===== config.mk =====
export PLATFORM = sky130hd
export DESIGN_NAME = uart_tx_fifo_flat
export DESIGN_NICKNAME = d
export VERILOG_FILES = /design/src/rtl/uart_tx_fifo_if.sv /design/src/rtl/uart_tx_fifo.sv /design/src/flat_wrapper.sv
export SDC_FILE = /design/constraint.sdc
export NUM_CORES = 1
export LEC_CHECK = 0
export CELL_PAD_IN_SITES_DETAIL_PLACEMENT = 2
export CELL_PAD_IN_SITES_GLOBAL_PLACEMENT = 2
export CORE_AREA = 2 2 122 124
export CTS_CLUSTER_DIAMETER = 200
export CTS_CLUSTER_SIZE = 8
export DETAILED_ROUTE_END_ITERATION = 6
export DIE_AREA = 0 0 124 126
export PLACE_DENSITY_LB_ADDON = 0.1
export SYNTH_ARGS = -nofsm -noshare
export SYNTH_HDL_FRONTEND = slang
export SYNTH_SLANG_ARGS = --single-unit

===== constraint.sdc =====
create_clock -name clk -period 4.85 [get_ports clk]
set_input_delay 1.455 -clock clk [delete_from_list [all_inputs] [get_ports clk]]
set_output_delay 1.455 -clock clk [all_outputs]
set_load 0.01 [all_outputs]

===== src/rtl/uart_tx_fifo_if.sv =====
// Byte-feeder bundle: system-side push/status signals plus the transmitter
// start/data/done handshake. The slave modport is the FIFO itself.
interface uart_tx_fifo_if #(
  parameter int ADDR_W = 4
);
  logic              wr_en;
  logic [7:0]        wr_data;
  logic              full;
  logic              empty;
  logic [ADDR_W:0]   count;
  logic              overflow;
  logic              clr_overflow;
  logic              drain_en;
  logic              tx_start;
  logic [7:0]        tx_data;
  logic              tx_done;
  logic              busy;

  modport slave (
    input  wr_en, wr_data, clr_overflow, drain_en, tx_done,
    output full, empty, count, overflow, tx_start, tx_data, busy
  );

  modport master (
    output wr_en, wr_data, clr_overflow, drain_en, tx_done,
    input  full, empty, count, overflow, tx_start, tx_data, busy
  );
endinterface


===== src/rtl/uart_tx_fifo.sv =====
// Circular byte FIFO feeding a UART transmitter; one byte is popped per frame
// and held on tx_data until the transmitter drops tx_done to accept it.
module uart_tx_fifo #(
  parameter int DEPTH  = 16,
  parameter int ADDR_W = $clog2(DEPTH)
) (
  input  logic          clk,
  input  logic          reset_n,
  uart_tx_fifo_if.slave bus
);

  typedef enum logic [1:0] {
    IDLE      = 2'd0,
    LAUNCH    = 2'd1,
    WAIT_DONE = 2'd2
  } state_e;

  localparam logic [ADDR_W:0] PTR_ONE = (ADDR_W + 1)'(1);

  state_e            state_q;
  logic [ADDR_W:0]   wr_ptr_q;
  logic [ADDR_W:0]   rd_ptr_q;
  logic              overflow_q;
  logic              tx_start_q;
  logic [7:0]        tx_data_q;
  logic [7:0]        mem_q [DEPTH];

  logic full;
  logic empty;
  logic push;
  logic reject;
  logic pop;

  // Pointers carry one extra wrap bit: equal means empty, MSB-only difference means full.
  assign empty  = (wr_ptr_q == rd_ptr_q);
  assign full   = (wr_ptr_q == {~rd_ptr_q[ADDR_W], rd_ptr_q[ADDR_W-1:0]});
  assign push   = bus.wr_en && !full;
  assign reject = bus.wr_en && full;
  assign pop    = (state_q == IDLE) && bus.drain_en && !empty && bus.tx_done;

  // NOTE: storage array has no reset; stale contents are unreachable because
  // the pointers are reset, and leaving it out keeps it mappable to RAM.
  always_ff @(posedge clk) begin
    if (push) begin
      mem_q[wr_ptr_q[ADDR_W-1:0]] <= bus.wr_data;
    end
  end

  always_ff @(posedge clk or negedge reset_n) begin
    if (!reset_n) begin
      wr_ptr_q   <= '0;
      rd_ptr_q   <= '0;
      overflow_q <= 1'b0;
    end else begin
      if (push) begin
        wr_ptr_q <= wr_ptr_q + PTR_ONE;
      end
      if (pop) begin
        rd_ptr_q <= rd_ptr_q + PTR_ONE;
      end
      // A rejected push in the same cycle as a clear leaves the flag set.
      if (reject) begin
        overflow_q <= 1'b1;
      end else if (bus.clr_overflow) begin
        overflow_q <= 1'b0;
      end
    end
  end

  always_ff @(posedge clk or negedge reset_n) begin
    if (!reset_n) begin
      state_q    <= IDLE;
      tx_start_q <= 1'b0;
      tx_data_q  <= 8'h00;
    end else begin
      case (state_q)
        IDLE: begin
          if (pop) begin
            tx_data_q  <= mem_q[rd_ptr_q[ADDR_W-1:0]];
            tx_start_q <= 1'b1;
            state_q    <= LAUNCH;
          end
        end
        LAUNCH: begin
          // The transmitter signals acceptance by dropping tx_done.
          if (!bus.tx_done) begin
            tx_start_q <= 1'b0;
            state_q    <= WAIT_DONE;
          end
        end
        WAIT_DONE: begin
          if (bus.tx_done) begin
            state_q <= IDLE;
          end
        end
        default: begin
          tx_start_q <= 1'b0;
          state_q    <= IDLE;
        end
      endcase
    end
  end

  assign bus.full     = full;
  assign bus.empty    = empty;
  assign bus.count    = wr_ptr_q - rd_ptr_q;
  assign bus.overflow = overflow_q;
  assign bus.tx_start = tx_start_q;
  assign bus.tx_data  = tx_data_q;
  assign bus.busy     = (state_q != IDLE) || !empty;

endmodule


===== src/flat_wrapper.sv =====
// flat-port wrapper written by rule: the top's interface ports become plain ports
module uart_tx_fifo_flat 
#(
  parameter int DEPTH  = 16,
  parameter int ADDR_W = $clog2(DEPTH)
)
  (clk, reset_n, bus_wr_en, bus_wr_data, bus_clr_overflow, bus_drain_en, bus_tx_done, bus_full, bus_empty, bus_count, bus_overflow, bus_tx_start, bus_tx_data, bus_busy);
  uart_tx_fifo_if #(.ADDR_W(ADDR_W)) bus_i ();
  input  logic clk;
  input  logic reset_n;
  input wire logic [$bits(bus_i.wr_en)-1:0] bus_wr_en;
  input wire logic [$bits(bus_i.wr_data)-1:0] bus_wr_data;
  input wire logic [$bits(bus_i.clr_overflow)-1:0] bus_clr_overflow;
  input wire logic [$bits(bus_i.drain_en)-1:0] bus_drain_en;
  input wire logic [$bits(bus_i.tx_done)-1:0] bus_tx_done;
  output wire logic [$bits(bus_i.full)-1:0] bus_full;
  output wire logic [$bits(bus_i.empty)-1:0] bus_empty;
  output wire logic [$bits(bus_i.count)-1:0] bus_count;
  output wire logic [$bits(bus_i.overflow)-1:0] bus_overflow;
  output wire logic [$bits(bus_i.tx_start)-1:0] bus_tx_start;
  output wire logic [$bits(bus_i.tx_data)-1:0] bus_tx_data;
  output wire logic [$bits(bus_i.busy)-1:0] bus_busy;
  assign bus_i.wr_en = bus_wr_en;
  assign bus_i.wr_data = bus_wr_data;
  assign bus_i.clr_overflow = bus_clr_overflow;
  assign bus_i.drain_en = bus_drain_en;
  assign bus_i.tx_done = bus_tx_done;
  assign bus_full = bus_i.full;
  assign bus_empty = bus_i.empty;
  assign bus_count = bus_i.count;
  assign bus_overflow = bus_i.overflow;
  assign bus_tx_start = bus_i.tx_start;
  assign bus_tx_data = bus_i.tx_data;
  assign bus_busy = bus_i.busy;
  uart_tx_fifo #(.DEPTH(DEPTH), .ADDR_W(ADDR_W)) u_core (.clk(clk), .reset_n(reset_n), .bus(bus_i));
endmodule

==> qor.csv, run 1 <==
stage,metric,value,unit
sta,finalCriticalPeriod,4.192,ns
sta,relSlewSlack,38.86,%
logic_synthesis,syn_area,6075,um^2
finish,syn_to_final_growth,19.63,%
clock_tree,numClockSinks,150,
clock_tree,clk_latency,0.43,ns
critical_path,cp-start-kind,flip-flop,
floorplan,start_util,42.44,%
clock_tree,cts_resized,0,
pwr,ir_drop,331.2,uV
drt,drt-total-wl,14.65,mm
sta,tightest_slew,0.9137,ns
logic_synthesis,synth-seq-cells,150,
logic_synthesis,synth.avg_cell_area,19.35,um^2
finish,nets,390,
drt,routed_via_density,5.554,
global_routing,first_global_vias,3421,
drt,wl_per_cell,26.02,um
floorplan,core,14310,um^2
clock_tree,path_clk_slew,0.06,ns
pwr,clock_power_share,30.2,%
logic_synthesis,ys_types,31,
sta,max_freq,238.5,MHz
critical_path,cp_max_fo,4,
clock_tree,post-cts-setup-buffer-count,0,
place,portBuffers,31,
floorplan,die_y,126,um
finish,antenna_cells,0,
clock_tree,clockBufferDepth,2,
sta,finalSetupViolCount,0,
finish,layout.cells.non_filler,563,
logic_synthesis,syn_nets,338,
place,dp.cells,531,
global_routing,grt_overflow,0,
clock_tree,cts_tree,done,
logic_synthesis,ys_seq_area_share,72.34,%
global_routing,grt_usage,20.59,%
global_routing,antenna_found_initial,0,
sta,clock_skew,0.01108,ns
drt,vias,3127,
critical_path,r2r_setup_slack,1.88,ns
global_routing,grt_busiest_layer,met2,
global_routing,grt_util_met1,28.28,%
logic_synthesis,yosys_warnings,0,
critical_path,arrival,2.74,ns
drt,drt_pre_antenna_iters,4,
pwr,combPwrFrac,32.3,%
place,place_hpwl,9.169,mm
pwr,pwr-share-seq,37.5,%
logic_synthesis,syn-instance-count,314,
critical_path,reg2reg_depth,6,
job,maxCapViolations,0,
sta,finalHoldViolCount,0,
floorplan,rows,44,
pwr,powerDensity,636.2,nW/um^2
logic_synthesis,synthDominantCellAreaShare,63.27,%
global_routing,grt_pass1_wl,22.19,mm
hold_path,hp-start,u_core.bus.tx_start,
critical_path,crit_required,3.39,ns
critical_path,crit_path_end_kind,output pin,
drt,drt_iter0_drc,194,
logic_synthesis,yosys.area.top_type,edfxtp_1,
floorplan,ios,32,
sta,slew_violations,0,
pwr,p_int,0.003182,W
global_routing,grtUsageMet2,33.58,%
sta,finalCritPeriodShare,86.44,%
place,gp_congestion,0.7185,
drt,drtAntennaViolNets,0,
run_status,outcome,"complete, no violations",
sta,hold_ws,0.4799,ns
sta,rsz0062_at_grt,no,
hold_path,holdPathEnd,u_core.bus.tx_start,
clock_tree,cts_root_buf,clkbuf_16,
sta,fin_tns_setup,0,ns
finish,drive_above_1_share,18.21,%
critical_path,r2r-end,u_core.mem_q[12][7],
global_routing,grt_use_met3,3.895,%
pwr,p_sw,0.001441,W
pwr,switching_share,31.17,%
clock_tree,postCtsHoldBufs,0,
floorplan,die_width,124,um
clock_tree,cts_max_level,4,
critical_path,regToRegStartpoint,u_core.rd_ptr_q[3],
hold_path,holdPathStages,1,
hold_path,hold_path_class,flip-flop to flip-flop,
logic_synthesis,synthTopCellsByArea,"edfxtp_1 (63%), dfrtp_1 (9.1%), mux4_1 (8.7%)",
floorplan,die-area,15620,um^2
drt,drc,0,
critical_path,crit_type,flip-flop to output pin,
global_routing,grt_max_degree,36,
pwr,p_leak,2.512,nW
clock_tree,cts_buffers,17,
==> synthesized netlist by cell type <==
cell type and n:
a21boi_1 1, a21boi_2 1, a21o_1 3, a21oi_1 10, a31o_2 1, and4_1 1
and4bb_2 1, buf_2 2, buf_4 1, buf_6 3, clkbuf_1 5, clkbuf_8 1
dfrtp_1 22, edfxtp_1 128, fa_1 1, ha_1 9, inv_1 10, inv_2 1
mux2_2 8, mux4_1 20, mux4_2 12, nand2_1 12, nand2b_1 2, nand4_1 5
nor2_1 15, nor3_1 4, o211ai_1 1, o21ai_0 4, o22ai_1 16, xnor2_1 11
xor2_1 3
==> stage by stage <==
stage	total power [W]	cell area [um^2]	utilization, %	setup slack, ns
floorplan	0.002672	6075	-	1.674
global placement	0.003208	6641	46.40	1.165
detailed placement	0.003263	6641	46.40	1.075
CTS	0.004685	7267	50.77	0.6342
global route	0.004850	7267	50.77	0.5233
finish	0.004623	7267	50.77	0.6577
==> layout by cell type (no fill, tap or decap), drive strengths merged, types with 10 or more instances in the layout <==
master	count
edfxtp	128
mux4	32
clkdlybuf4s50	31
dfrtp	22
clkbuf	17
o22ai	16
nor2	15
inv	15
buf	14
nand2	12
xnor2	11
a21oi	10
==> power groups by stage <==
stage | sequential, W | combinational (W) | clock, W
after floorplan | 0.00171 | 0.000959 | 0
after global placement | 0.00174 | 0.00147 | 0
after detailed placement | 0.00176 | 0.00150 | 0
after CTS | 0.00174 | 0.00153 | 0.00142
after global routing | 0.00176 | 0.00162 | 0.00147
final | 0.00173 | 0.00149 | 0.00140
==> cell families (layout without fill, tap and decap cells) <==
family,Yosys count,count (layout),share of synthesized area [%]
buffers and inverters,23,88,2.060
and+or+nand+nor,40,40,3.069
DFF,150,150,72.34
muxes,40,40,14.58
adders and majority gates,10,10,2.183
xor gates and xnor gates,14,14,2.019
AOI/OAI and AO/OA,37,37,3.749
==> critical path, cell delays in order, from the launching register on <==
cell and delay [ns]:
dfrtp_1 0.41, inv_1 0.16, ha_1 0.17, inv_1 0.06, fa_1 0.46, a21o_1 0.17
a21oi_1 0.18, xnor2_1 0.14, clkdlybuf4s50_1 0.55
==> cell type report <==
| type | count | area, um^2 |
|---|---|---|
| tap | 184 | 230.2 |
| clock inverter | 15 | 200.2 |
| sequential | 150 | 4395 |
| multi-input combinational | 141 | 1559 |
| clock buffer | 17 | 425.4 |
| timing repair buffer | 45 | 415.4 |
| fill | 1260 | 7047 |
| inverter | 11 | 41.29 |
==> registers in the layout, indices dropped and copies added, names as in the netlist <==
| register | count |
|---|---|
| u_core.bus.tx_data | 8 |
| u_core.state_q | 2 |
| u_core.bus.tx_start | 1 |
| u_core.mem_q | 128 |
| u_core.rd_ptr_q | 5 |
| u_core.bus.overflow | 1 |
| u_core.wr_ptr_q | 5 |
==> worst max-delay path by stage <==
stage	startpoint	endpoint	slack, ns	cells after the start
global route	u_core.wr_ptr_q[0]	bus_count[4]	0.52	8
CTS	u_core.wr_ptr_q[0]	bus_count[4]	0.63	8
floorplan	u_core.rd_ptr_q[2]	bus_count[4]	1.67	7
finish	u_core.wr_ptr_q[0]	bus_count[4]	0.66	8
global placement	u_core.wr_ptr_q[0]	bus_count[4]	1.17	8
detailed placement	u_core.wr_ptr_q[0]	bus_count[4]	1.07	8
==> metal layers <==
layer | wire (um) | vias to the layer above
li1 | - | 1381
met1 | 6615 | 1667
met2 | 7435 | 62
met3 | 396 | 17
met4 | 200 | 0
met5 | 0 | -
No activity file was read; power rests on OpenSTA's default activity.
==> run 2, diff against run 1 <==
--- a/config.mk
+++ b/config.mk
@@ -5,14 +5,11 @@
 export SDC_FILE = /design/constraint.sdc
 export NUM_CORES = 1
 export LEC_CHECK = 0
-export CELL_PAD_IN_SITES_DETAIL_PLACEMENT = 2
-export CELL_PAD_IN_SITES_GLOBAL_PLACEMENT = 2
 export CORE_AREA = 2 2 122 124
 export CTS_CLUSTER_DIAMETER = 200
 export CTS_CLUSTER_SIZE = 8
 export DETAILED_ROUTE_END_ITERATION = 6
 export DIE_AREA = 0 0 124 126
-export PLACE_DENSITY_LB_ADDON = 0.1
 export SYNTH_ARGS = -nofsm -noshare
 export SYNTH_HDL_FRONTEND = slang
 export SYNTH_SLANG_ARGS = --single-unit
==> run 2 against run 1 <==
Against the previous run: sequential cell count unchanged; fmax rose by 0.56%; non-clock buffer count shrank 8; worst setup slack better by 0.023 ns; first-iteration DRC count is 17% higher; clock power decreased by 7%; wire length fell by 18%; sequential share of layout area rose by 0.83 points; design area is 1.4% lower; critical path depth unchanged; clock skew fell by 0.0041 ns; largest cell class unchanged; highest routed layer unchanged.
==> qor.csv, run 2 (synthesized netlist as in run 1, its figures left out) <==
stage,metric,value,unit
floorplan,die_y,126,um
drt,drt_iter0_drc,227,
floorplan,die_width,124,um
sta,finalHoldViolCount,0,
finish,multi_input_area,1559,um^2
drt,drt_pre_antenna_iters,4,
global_routing,grt_usage,16.87,%
floorplan,start_util,42.44,%
sta,max_freq,239.9,MHz
finish,syn_to_final_growth,18.00,%
global_routing,antenna_found_initial,0,
critical_path,arrival,2.71,ns
clock_tree,cts_buffers,17,
sta,fin_tns_setup,0,ns
drt,drt-total-wl,12.08,mm
global_routing,grt_busiest_layer,met2,
drt,vias,3035,
finish,largest_register_ffs,128,
clock_tree,postCtsHoldBufs,0,
global_routing,grtUsageMet2,26.15,%
critical_path,regToRegStartpoint,u_core.rd_ptr_q[3],
clock_tree,cts_tree,done,
finish,ff_latch_area,4395,um^2
finish,nets,382,
global_routing,first_global_vias,3188,
floorplan,core,14310,um^2
sta,tightest_slew,1.138,ns
clock_tree,path_clk_slew,0.06,ns
global_routing,grt_max_degree,36,
finish,drive_above_1_share,16.98,%
place,gp_congestion,0.7608,
finish,final_area,7168,um^2
pwr,p_sw,0.001338,W
place,place_hpwl,7.522,mm
pwr,switching_share,30.10,%
pwr,combPwrFrac,32.0,%
critical_path,cp-start-kind,flip-flop,
finish,layout_commonest_cell,edfxtp_1,
sta,relSlewSlack,23.68,%
floorplan,rows,44,
pwr,powerDensity,620.1,nW/um^2
floorplan,die-area,15620,um^2
clock_tree,cts_root_buf,clkbuf_16,
critical_path,critPathLaunch,u_core.wr_ptr_q[0],
critical_path,cp_max_fo,4,
pwr,clock_power_share,29.2,%
drt,routed_via_density,5.468,
place,dp.cells,523,
floorplan,ios,32,
clock_tree,clk_latency,0.42,ns
sta,finalCritPeriodShare,85.96,%
sta,rsz0062_at_grt,no,
finish,mostFrequentLayoutCells,"edfxtp_1 (128), clkdlybuf4s50_1 (31), dfrtp_1 (21), mux4_1 (20), clkbuf_16 (17)",
place,placed_area,6581,um^2
clock_tree,post-cts-setup-buffer-count,0,
pwr,p_leak,2.464,nW
sta,hold_ws,0.4790,ns
job,maxCapViolations,0,
sta,finalCriticalPeriod,4.169,ns
pwr,ir_drop,304.5,uV
critical_path,crit_path_end_kind,output pin,
finish,layout.cells.non_filler,555,
critical_path,crit_required,3.39,ns
place,portBuffers,31,
clock_tree,clockBufferDepth,2,
global_routing,grt_util_met1,22.28,%
clock_tree,cts_resized,0,
finish,n_fill_cell,1186,
sta,slew_violations,0,
critical_path,crit_type,flip-flop to output pin,
pwr,p_int,0.003107,W
finish,finish.utilization,50.08,%
sta,finalSetupViolCount,0,
clock_tree,cts_max_level,4,
global_routing,grt_overflow,0,
drt,drtAntennaViolNets,0,
sta,clock_skew,0.007012,ns
clock_tree,numClockSinks,150,
hold_path,hold_path_class,flip-flop to flip-flop,
drt,drc,0,
hold_path,hp-start,u_core.bus.tx_start,
finish,antenna_cells,0,
global_routing,grt_pass1_wl,18.33,mm
pwr,pwr-share-seq,38.9,%
global_routing,grt_use_met3,4.167,%
drt,wl_per_cell,21.77,um
run_status,outcome,"complete, no violations",
-- run 2: changes by cell type in the layout (fill, tap and decap cells not counted) --
cell        change
buf_4           -8
bufinv_16       -1
clkinv_1        -2
clkinv_2        +7
clkinvlp_4      -1
inv_6           -2
inv_8           -1
-- run 2: worst max-delay path: stages, from the launching register on --
cell and delay (ns):
dfrtp_1 0.41, inv_1 0.14, ha_1 0.17, inv_1 0.07, fa_1 0.46, a21o_1 0.18, a21oi_1 0.18, xnor2_1 0.13
clkdlybuf4s50_1 0.55
-- run 2: per-layer routing --
metal | wire length, um | part of all wire (%) | vias up
li1 | - | - | 1362
met1 | 5027 | 42 | 1569
met2 | 6136 | 51 | 83
met3 | 601 | 5.0 | 21
met4 | 316 | 2.6 | 0
met5 | 0 | 0 | -
-- run 2: final timing paths --
path | slack (ns) | end | cells after the start
setup / recovery | 0.68 | bus_count[4] | 8
hold / removal | 0.48 | u_core.bus.tx_start | 1
setup reg to reg | 1.84 | u_core.mem_q[9][7] | 6
hold reg to reg | 0.48 | u_core.bus.tx_start | 1
max in group asynchronous | 2.45 | u_core.rd_ptr_q[0] | 1
min in group asynchronous | 1.65 | u_core.bus.overflow | 1
-- run 2: layout make-up --
class	count	area share, %
clock buffers	17	5.935
clock inverters	15	2.252
inverters	11	0.5760
multi-input cells	141	21.75
flip-flops and latches	150	61.32
well taps	184	3.212
repair buffers	37	4.957
-- run 2: per-stage QoR --
step,setup slack [ns],power (W)
finish,0.6812,0.004445
floorplan,1.674,0.002672
global placement,1.162,0.003161
detailed placement,1.102,0.003190
global route,0.5479,0.004664
CTS,0.6476,0.004493
-- run 2: power by group through the flow --
| stage | Sequential (W) | Clock, W | Combinational (W) |
|---|---|---|---|
| 2_1_floorplan | 0.00171 | 0 | 0.000959 |
| 3_3_place_gp | 0.00175 | 0 | 0.00141 |
| 3_5_place_dp | 0.00175 | 0 | 0.00144 |
| 4_1_cts | 0.00173 | 0.00132 | 0.00144 |
| 5_1_grt | 0.00175 | 0.00137 | 0.00155 |
| 6_report | 0.00173 | 0.00130 | 0.00142 |
==> run 3, diff against run 2 <==
--- a/config.mk
+++ b/config.mk
@@ -13,3 +13,4 @@
 export SYNTH_ARGS = -nofsm -noshare
 export SYNTH_HDL_FRONTEND = slang
 export SYNTH_SLANG_ARGS = --single-unit
+export TNS_END_PERCENT = 10
==> results of run 3 <==
No change in the layout: final DEF, timing and power equal those of run 2.
